## config.mk

```make
export PLATFORM = sky130hd
export DESIGN_NAME = ysyx_25010008_lsu_flat
export DESIGN_NICKNAME = d
export VERILOG_FILES = /design/src/rtl/ysyx_25010008_lsu_pkg.sv /design/src/rtl/ysyx_25010008_lsu_if.sv /design/src/rtl/ysyx_25010008_lsu_align.sv /design/src/rtl/ysyx_25010008_lsu.sv /design/src/flat_wrapper.sv
export SDC_FILE = /design/constraint.sdc
export NUM_CORES = 1
export LEC_CHECK = 0
export ABC_AREA = 1
export CORE_MARGIN = 4
export CORE_UTILIZATION = 46
export DETAILED_ROUTE_END_ITERATION = 12
export PLACE_DENSITY = 0.87
export SYNTH_ARGS = -nofsm -noshare
export SYNTH_HDL_FRONTEND = slang
export SYNTH_SLANG_ARGS = --single-unit
```

## constraint.sdc

```tcl
create_clock -name clock -period 2.4 [get_ports clock]
set_input_delay 0.24 -clock clock [delete_from_list [all_inputs] [get_ports clock]]
set_output_delay 0.24 -clock clock [all_outputs]
set_load 0.01 [all_outputs]
```

## src/rtl/ysyx_25010008_lsu_pkg.sv

```systemverilog
// Shared types and constants for the data-side load/store unit.
// States, access-size encodings, AXI response codes and the alignment predicate.
package ysyx_25010008_lsu_pkg;

    typedef enum logic [2:0] {
        ST_IDLE,
        ST_RADDR,
        ST_RDATA,
        ST_WRITE,
        ST_WRESP,
        ST_RESP
    } lsu_state_e;

    localparam logic [1:0] SZ_BYTE = 2'd0;
    localparam logic [1:0] SZ_HALF = 2'd1;
    localparam logic [1:0] SZ_WORD = 2'd2;

    localparam logic [1:0] RESP_OKAY   = 2'b00;
    localparam logic [1:0] RESP_SLVERR = 2'b10;

    // Reserved size 3 behaves as a word access, so it needs word alignment too.
    function automatic logic is_misaligned(input logic [1:0] size, input logic [1:0] off);
        case (size)
            SZ_BYTE: return 1'b0;
            SZ_HALF: return off[0];
            default: return off != 2'b00;
        endcase
    endfunction

endpackage

```

## src/rtl/ysyx_25010008_lsu_if.sv

```systemverilog
// Core-side request/response bundle and AXI4-Lite bundle for the LSU.
// In both interfaces "master" is the initiating side and "slave" the responder.
interface ysyx_25010008_lsu_req_if #(
    parameter int ADDR_W = 32
);
    logic              req_valid;
    logic              req_ready;
    logic              req_wen;
    logic [ADDR_W-1:0] req_addr;
    logic [31:0]       req_wdata;
    logic [1:0]        req_size;
    logic              req_unsigned;
    logic              resp_valid;
    logic              resp_ready;
    logic [31:0]       resp_rdata;
    logic              resp_err;

    modport master (
        output req_valid, req_wen, req_addr, req_wdata, req_size, req_unsigned, resp_ready,
        input  req_ready, resp_valid, resp_rdata, resp_err
    );
    modport slave (
        input  req_valid, req_wen, req_addr, req_wdata, req_size, req_unsigned, resp_ready,
        output req_ready, resp_valid, resp_rdata, resp_err
    );
endinterface

interface ysyx_25010008_lsu_axi_if #(
    parameter int ADDR_W = 32
);
    logic [ADDR_W-1:0] araddr;
    logic              arvalid;
    logic              arready;
    logic              rready;
    logic [31:0]       rdata;
    logic [1:0]        rresp;
    logic              rvalid;
    logic [ADDR_W-1:0] awaddr;
    logic              awvalid;
    logic              awready;
    logic [31:0]       wdata;
    logic [3:0]        wstrb;
    logic              wvalid;
    logic              wready;
    logic              bready;
    logic [1:0]        bresp;
    logic              bvalid;

    modport master (
        output araddr, arvalid, rready, awaddr, awvalid, wdata, wstrb, wvalid, bready,
        input  arready, rdata, rresp, rvalid, awready, wready, bresp, bvalid
    );
    modport slave (
        input  araddr, arvalid, rready, awaddr, awvalid, wdata, wstrb, wvalid, bready,
        output arready, rdata, rresp, rvalid, awready, wready, bresp, bvalid
    );
endinterface

```

## src/rtl/ysyx_25010008_lsu_align.sv

```systemverilog
// Combinational byte-lane logic: store shift/strobe and load extract/extend.
// One instance serves the store path, another the load path.
module ysyx_25010008_lsu_align
    import ysyx_25010008_lsu_pkg::*;
(
    input  logic [1:0]  size,
    input  logic [1:0]  off,
    input  logic        sign_ext,
    input  logic [31:0] data_in,
    output logic [31:0] store_data,
    output logic [3:0]  store_strb,
    output logic [31:0] load_data
);
    logic [31:0] shifted;

    always_comb begin
        store_data = data_in << {off, 3'b000};
        shifted    = data_in >> {off, 3'b000};
        case (size)
            SZ_BYTE: begin
                store_strb = 4'b0001 << off;
                load_data  = {{24{sign_ext & shifted[7]}}, shifted[7:0]};
            end
            SZ_HALF: begin
                // Offset 3 shifts the upper lane out of a 4-bit strobe on purpose.
                store_strb = 4'b0011 << off;
                load_data  = {{16{sign_ext & shifted[15]}}, shifted[15:0]};
            end
            default: begin
                store_strb = 4'b1111;
                load_data  = shifted;
            end
        endcase
    end

endmodule

```

## src/rtl/ysyx_25010008_lsu.sv

```systemverilog
// Single-outstanding load/store unit driving the data-side AXI4-Lite master port.
// Define LSU_MISALIGN_TRAP_EN to answer misaligned half/word accesses with an error, no bus cycle.
module ysyx_25010008_lsu
    import ysyx_25010008_lsu_pkg::*;
#(
    parameter int ADDR_W = 32,
    parameter int DATA_W = 32
) (
    input  logic                   clock,
    input  logic                   reset,
    ysyx_25010008_lsu_req_if.slave req,
    ysyx_25010008_lsu_axi_if.master axi
);
    lsu_state_e        state_reg, state_next;
    logic [ADDR_W-1:0] addr_reg, addr_next;
    logic [1:0]        size_reg, size_next;
    logic              unsigned_reg, unsigned_next;
    logic [DATA_W-1:0] wdata_reg, wdata_next;
    logic [3:0]        wstrb_reg, wstrb_next;
    logic              aw_done_reg, aw_done_next;
    logic              w_done_reg, w_done_next;
    logic [DATA_W-1:0] rdata_reg, rdata_next;
    logic              err_reg, err_next;

    logic [31:0] st_data;
    logic [3:0]  st_strb;
    logic [31:0] ld_data;
    logic [31:0] unused_st_load;
    logic [31:0] unused_ld_store;
    logic [3:0]  unused_ld_strb;

    ysyx_25010008_lsu_align u_store_align (
        .size       (req.req_size),
        .off        (req.req_addr[1:0]),
        .sign_ext   (1'b0),
        .data_in    (req.req_wdata),
        .store_data (st_data),
        .store_strb (st_strb),
        .load_data  (unused_st_load)
    );

    ysyx_25010008_lsu_align u_load_align (
        .size       (size_reg),
        .off        (addr_reg[1:0]),
        .sign_ext   (~unsigned_reg),
        .data_in    (axi.rdata),
        .store_data (unused_ld_store),
        .store_strb (unused_ld_strb),
        .load_data  (ld_data)
    );

    always_ff @(posedge clock) begin
        if (!reset) begin
            state_reg    <= ST_IDLE;
            addr_reg     <= '0;
            size_reg     <= '0;
            unsigned_reg <= 1'b0;
            wdata_reg    <= '0;
            wstrb_reg    <= '0;
            aw_done_reg  <= 1'b0;
            w_done_reg   <= 1'b0;
            rdata_reg    <= '0;
            err_reg      <= 1'b0;
        end else begin
            state_reg    <= state_next;
            addr_reg     <= addr_next;
            size_reg     <= size_next;
            unsigned_reg <= unsigned_next;
            wdata_reg    <= wdata_next;
            wstrb_reg    <= wstrb_next;
            aw_done_reg  <= aw_done_next;
            w_done_reg   <= w_done_next;
            rdata_reg    <= rdata_next;
            err_reg      <= err_next;
        end
    end

    always_comb begin
        state_next    = state_reg;
        addr_next     = addr_reg;
        size_next     = size_reg;
        unsigned_next = unsigned_reg;
        wdata_next    = wdata_reg;
        wstrb_next    = wstrb_reg;
        aw_done_next  = aw_done_reg;
        w_done_next   = w_done_reg;
        rdata_next    = rdata_reg;
        err_next      = err_reg;
        case (state_reg)
            ST_IDLE: begin
                if (req.req_valid && req.req_ready) begin
                    addr_next     = req.req_addr;
                    size_next     = req.req_size;
                    unsigned_next = req.req_unsigned;
                    wdata_next    = st_data;
                    wstrb_next    = st_strb;
                    aw_done_next  = 1'b0;
                    w_done_next   = 1'b0;
                    rdata_next    = '0;
                    err_next      = 1'b0;
                    state_next    = req.req_wen ? ST_WRITE : ST_RADDR;
`ifdef LSU_MISALIGN_TRAP_EN
                    if (is_misaligned(req.req_size, req.req_addr[1:0])) begin
                        err_next   = 1'b1;
                        state_next = ST_RESP;
                    end
`endif
                end
            end
            ST_RADDR: begin
                if (axi.arready) state_next = ST_RDATA;
            end
            ST_RDATA: begin
                if (axi.rvalid) begin
                    rdata_next = ld_data;
                    err_next   = axi.rresp != RESP_OKAY;
                    state_next = ST_RESP;
                end
            end
            ST_WRITE: begin
                // aw and w complete independently; leave once both have handshaken.
                aw_done_next = aw_done_reg | axi.awready;
                w_done_next  = w_done_reg | axi.wready;
                if (aw_done_next && w_done_next) state_next = ST_WRESP;
            end
            ST_WRESP: begin
                if (axi.bvalid) begin
                    err_next   = axi.bresp != RESP_OKAY;
                    state_next = ST_RESP;
                end
            end
            ST_RESP: begin
                if (req.resp_ready) state_next = ST_IDLE;
            end
            default: state_next = ST_IDLE;
        endcase
    end

    assign req.req_ready  = (state_reg == ST_IDLE) && reset;
    assign req.resp_valid = state_reg == ST_RESP;
    assign req.resp_rdata = rdata_reg;
    assign req.resp_err   = err_reg;

    assign axi.araddr  = addr_reg;
    assign axi.arvalid = state_reg == ST_RADDR;
    assign axi.rready  = state_reg == ST_RDATA;
    assign axi.awaddr  = addr_reg;
    assign axi.awvalid = (state_reg == ST_WRITE) && !aw_done_reg;
    assign axi.wdata   = wdata_reg;
    assign axi.wstrb   = wstrb_reg;
    assign axi.wvalid  = (state_reg == ST_WRITE) && !w_done_reg;
    assign axi.bready  = state_reg == ST_WRESP;

endmodule
```

## src/flat_wrapper.sv

```systemverilog
// flat-port wrapper written by rule: the top's interface ports become plain ports
module ysyx_25010008_lsu_flat import ysyx_25010008_lsu_pkg::*;
#(
    parameter int ADDR_W = 32,
    parameter int DATA_W = 32
)
  (clock, reset, req_req_valid, req_req_wen, req_req_addr, req_req_wdata, req_req_size, req_req_unsigned, req_resp_ready, req_req_ready, req_resp_valid, req_resp_rdata, req_resp_err, axi_araddr, axi_arvalid, axi_rready, axi_awaddr, axi_awvalid, axi_wdata, axi_wstrb, axi_wvalid, axi_bready, axi_arready, axi_rdata, axi_rresp, axi_rvalid, axi_awready, axi_wready, axi_bresp, axi_bvalid);
  ysyx_25010008_lsu_req_if #(.ADDR_W(ADDR_W)) req_i ();
  ysyx_25010008_lsu_axi_if #(.ADDR_W(ADDR_W)) axi_i ();
  input  logic clock;
  input  logic reset;
  input wire logic [$bits(req_i.req_valid)-1:0] req_req_valid;
  input wire logic [$bits(req_i.req_wen)-1:0] req_req_wen;
  input wire logic [$bits(req_i.req_addr)-1:0] req_req_addr;
  input wire logic [$bits(req_i.req_wdata)-1:0] req_req_wdata;
  input wire logic [$bits(req_i.req_size)-1:0] req_req_size;
  input wire logic [$bits(req_i.req_unsigned)-1:0] req_req_unsigned;
  input wire logic [$bits(req_i.resp_ready)-1:0] req_resp_ready;
  output wire logic [$bits(req_i.req_ready)-1:0] req_req_ready;
  output wire logic [$bits(req_i.resp_valid)-1:0] req_resp_valid;
  output wire logic [$bits(req_i.resp_rdata)-1:0] req_resp_rdata;
  output wire logic [$bits(req_i.resp_err)-1:0] req_resp_err;
  output wire logic [$bits(axi_i.araddr)-1:0] axi_araddr;
  output wire logic [$bits(axi_i.arvalid)-1:0] axi_arvalid;
  output wire logic [$bits(axi_i.rready)-1:0] axi_rready;
  output wire logic [$bits(axi_i.awaddr)-1:0] axi_awaddr;
  output wire logic [$bits(axi_i.awvalid)-1:0] axi_awvalid;
  output wire logic [$bits(axi_i.wdata)-1:0] axi_wdata;
  output wire logic [$bits(axi_i.wstrb)-1:0] axi_wstrb;
  output wire logic [$bits(axi_i.wvalid)-1:0] axi_wvalid;
  output wire logic [$bits(axi_i.bready)-1:0] axi_bready;
  input wire logic [$bits(axi_i.arready)-1:0] axi_arready;
  input wire logic [$bits(axi_i.rdata)-1:0] axi_rdata;
  input wire logic [$bits(axi_i.rresp)-1:0] axi_rresp;
  input wire logic [$bits(axi_i.rvalid)-1:0] axi_rvalid;
  input wire logic [$bits(axi_i.awready)-1:0] axi_awready;
  input wire logic [$bits(axi_i.wready)-1:0] axi_wready;
  input wire logic [$bits(axi_i.bresp)-1:0] axi_bresp;
  input wire logic [$bits(axi_i.bvalid)-1:0] axi_bvalid;
  assign req_i.req_valid = req_req_valid;
  assign req_i.req_wen = req_req_wen;
  assign req_i.req_addr = req_req_addr;
  assign req_i.req_wdata = req_req_wdata;
  assign req_i.req_size = req_req_size;
  assign req_i.req_unsigned = req_req_unsigned;
  assign req_i.resp_ready = req_resp_ready;
  assign req_req_ready = req_i.req_ready;
  assign req_resp_valid = req_i.resp_valid;
  assign req_resp_rdata = req_i.resp_rdata;
  assign req_resp_err = req_i.resp_err;
  assign axi_araddr = axi_i.araddr;
  assign axi_arvalid = axi_i.arvalid;
  assign axi_rready = axi_i.rready;
  assign axi_awaddr = axi_i.awaddr;
  assign axi_awvalid = axi_i.awvalid;
  assign axi_wdata = axi_i.wdata;
  assign axi_wstrb = axi_i.wstrb;
  assign axi_wvalid = axi_i.wvalid;
  assign axi_bready = axi_i.bready;
  assign axi_i.arready = axi_arready;
  assign axi_i.rdata = axi_rdata;
  assign axi_i.rresp = axi_rresp;
  assign axi_i.rvalid = axi_rvalid;
  assign axi_i.awready = axi_awready;
  assign axi_i.wready = axi_wready;
  assign axi_i.bresp = axi_bresp;
  assign axi_i.bvalid = axi_bvalid;
  ysyx_25010008_lsu #(.ADDR_W(ADDR_W), .DATA_W(DATA_W)) u_core (.clock(clock), .reset(reset), .req(req_i), .axi(axi_i));
endmodule
```

==> run metrics <==
routed wire length 18.0 mm; global route overflow 0; Mapped Area 0.00570 mm2; Worst-path clk slew 0.07 ns; drc violations 0; kind of critical path reg -> out; actual slew at the worst max-slew pin 0.743 ns; flops & latches, synth 109; Final Cycle Share 84.8%; final setup fails 0; clock sink count 109; Worst-Skew Late Latency 0.34 ns; Mean Syn Cell Area 7.03 um2; relative slew slack 50.5%; most frequent cell after synthesis nand2_1; total power 7.06 mW; Starting Density 47.2%; First-pass DRT Iterations 5; placed instance count 1157; cts repair resizes 0; Seq/Total Area, Yosys 38.3%; CP endpoint kind output pin; CP arrival 1.79 ns; Tmin final 2.03 ns; filler cell count 977; Post-synth EDFFs 0; Main synth FF type dfxtp_1; Clock Skew 0.00865 ns; DR vias/cell 5.13; post-synth top area cell dfxtp_1; Synth top cells by count nand2_1, nand3_1, dfxtp_1, o21ai_0, nor2_1; Slew Limit Fails 0; CTS max path bufs 2; global routing's busiest layer met2; number of global-route vias before repair 5871; Cells on Worst Hold Path 3; FF-to-FF path depth 8; boundary pin count 253; Syn. warnings 0; share of Yosys cell area claimed by the top area cell type 38.3%; GR Layer Usage met3 7.98%; DP Wirelength 13.3 mm; Post-DRT Antenna Nets 0; Pwr Density 852 mW/mm2; P_leak 3.46 nW; Mapped Cells 811; CTS HTree Levels 3; Cell Count, Final, Fillers Out 1172; crit-path max FO 6; GRT Util Overall 25.0%; clk root buf clkbuf_16; hold_buf cts 0; Rows 40; HP Class in -> reg; first-pass GRT wire length 29.4 mm; critical path launch point type flip-flop; Final Hold Viols 0; die height 119 um; area grow syn2layout 45.3%; WP data required 2.16 ns; die width 119 um; worst hold start req_req_addr[12]; largest cells by area after synthesis dfxtp_1, nand2_1, nand3_1; Layout Nets 1113; CTS tree built; async set-or-reset flop fraction in the synthesized netlist 0%; maximum capacitance violations 0; initial antenna violation count 0; Final TNS setup 0 ns; # Post-CTS Setup Buffers 0; share of layout cells above drive strength 1 9.86%; VDD IR max 0.403 mV; CP Launch Point u_core.state_reg[1]$_SDFFE_PN0P_; CTS buffer count 9; RSZ-0062 raised after global routing no; Distinct cells, synth 34; number of diodes 0; Max Freq 491 MHz; DR WL/cell 15.4 um; Core Box Area 0.0121 mm2; Via Count 6008; met1 usage 30.9%; met2 Use GR 41.7%; largest net degree at the start of global routing 79; syn nets 924; worst r2r src u_core.state_reg[0]$_SDFFE_PN0P_; IO Port Bufs 252; die area 0.0142 mm2; outcome finished, final reports clean; Placer Congestion 0.914; Initial DRC Count 565
-- layer usage --
layer	wire length (um)	vias to the layer above	part of all wire (%)
met2	8820	289	49
met1	7010	2682	39
met4	453	0	2.5
met5	0	-	0
li1	-	3001	-
met3	1760	36	9.8
-- per-stage QoR --
step | area [um2] | util, % | worst slack, ns | hold slack [ns]
2_1_floorplan | 5700 | - | 0.938 | 0.351
3_3_place_gp | 8010 | 66.4 | 0.431 | 0.450
3_5_place_dp | 8010 | 66.4 | 0.409 | 0.455
4_1_cts | 8280 | 68.7 | 0.351 | 0.421
5_1_grt | 8280 | 68.7 | 0.288 | 0.435
6_report | 8280 | 68.7 | 0.365 | 0.432
-- cells by family after synthesis --
group                  count (synthesis)  synth area share, %
flip-flops                           109                 38.3
buffers and inverters                126                 12.2
AO/OA/AOI/OAI                        149                 16.1
AND/OR/NAND/NOR                      427                 33.4
-- where the power goes --
| part | internal [mW] | leakage [nW] | total [mW] | switching [mW] |
|---|---|---|---|---|
| sequential | 2.18 | 0.890 | 2.49 | 0.309 |
| combinational | 1.49 | 2.43 | 3.17 | 1.69 |
| clock | 0.731 | 0.139 | 1.39 | 0.663 |
-- cell usage in the layout (no fill, tap or decap), drive strengths merged, types with 6 or more instances in the layout --
| cell type | netlist | final |
|---|---|---|
| inv | 36 | 37 |
| nand2 | 265 | 265 |
| o211a | 8 | 8 |
| o21ai | 69 | 69 |
| nand3 | 115 | 115 |
| buf | 67 | 16 |
| clkdlybuf4s50 | 0 | 251 |
| a21oi | 61 | 61 |
| o211ai | 6 | 6 |
| clkbuf | 22 | 10 |
| dfxtp | 109 | 109 |
| nor2 | 40 | 40 |
-- worst max-delay path: stages, from the launching register on --
cell and delay, ns:
dfxtp_1 0.51, nand3_1 0.23, nor2_1 0.15, clkdlybuf4s50_1 0.57
-- area by class of cell --
type                            count  area (um2)  share of cell area (%)
Clock inverter                      5        36.3                   0.438
Inverter                           37         139                    1.68
Timing Repair Buffer              267        2640                    31.9
Sequential cell                   109        2180                    26.4
Multi-Input combinational cell    576        2830                    34.2
Clock buffer                       10         239                    2.89
Tap cell                          168         210                    2.54
-- path summary, 6_finish.rpt --
check	end	slack, ns
worst max-delay path	axi_awvalid	0.37
worst min-delay path	u_core.axi.araddr[12]$_SDFFE_PN0P_	0.43
worst max register to register	u_core.req.resp_rdata[3]$_SDFFE_PN0P_	0.61
worst min register to register	u_core.req.resp_rdata[17]$_SDFFE_PN0P_	0.47
No activity file was read; power rests on OpenSTA's default activity.
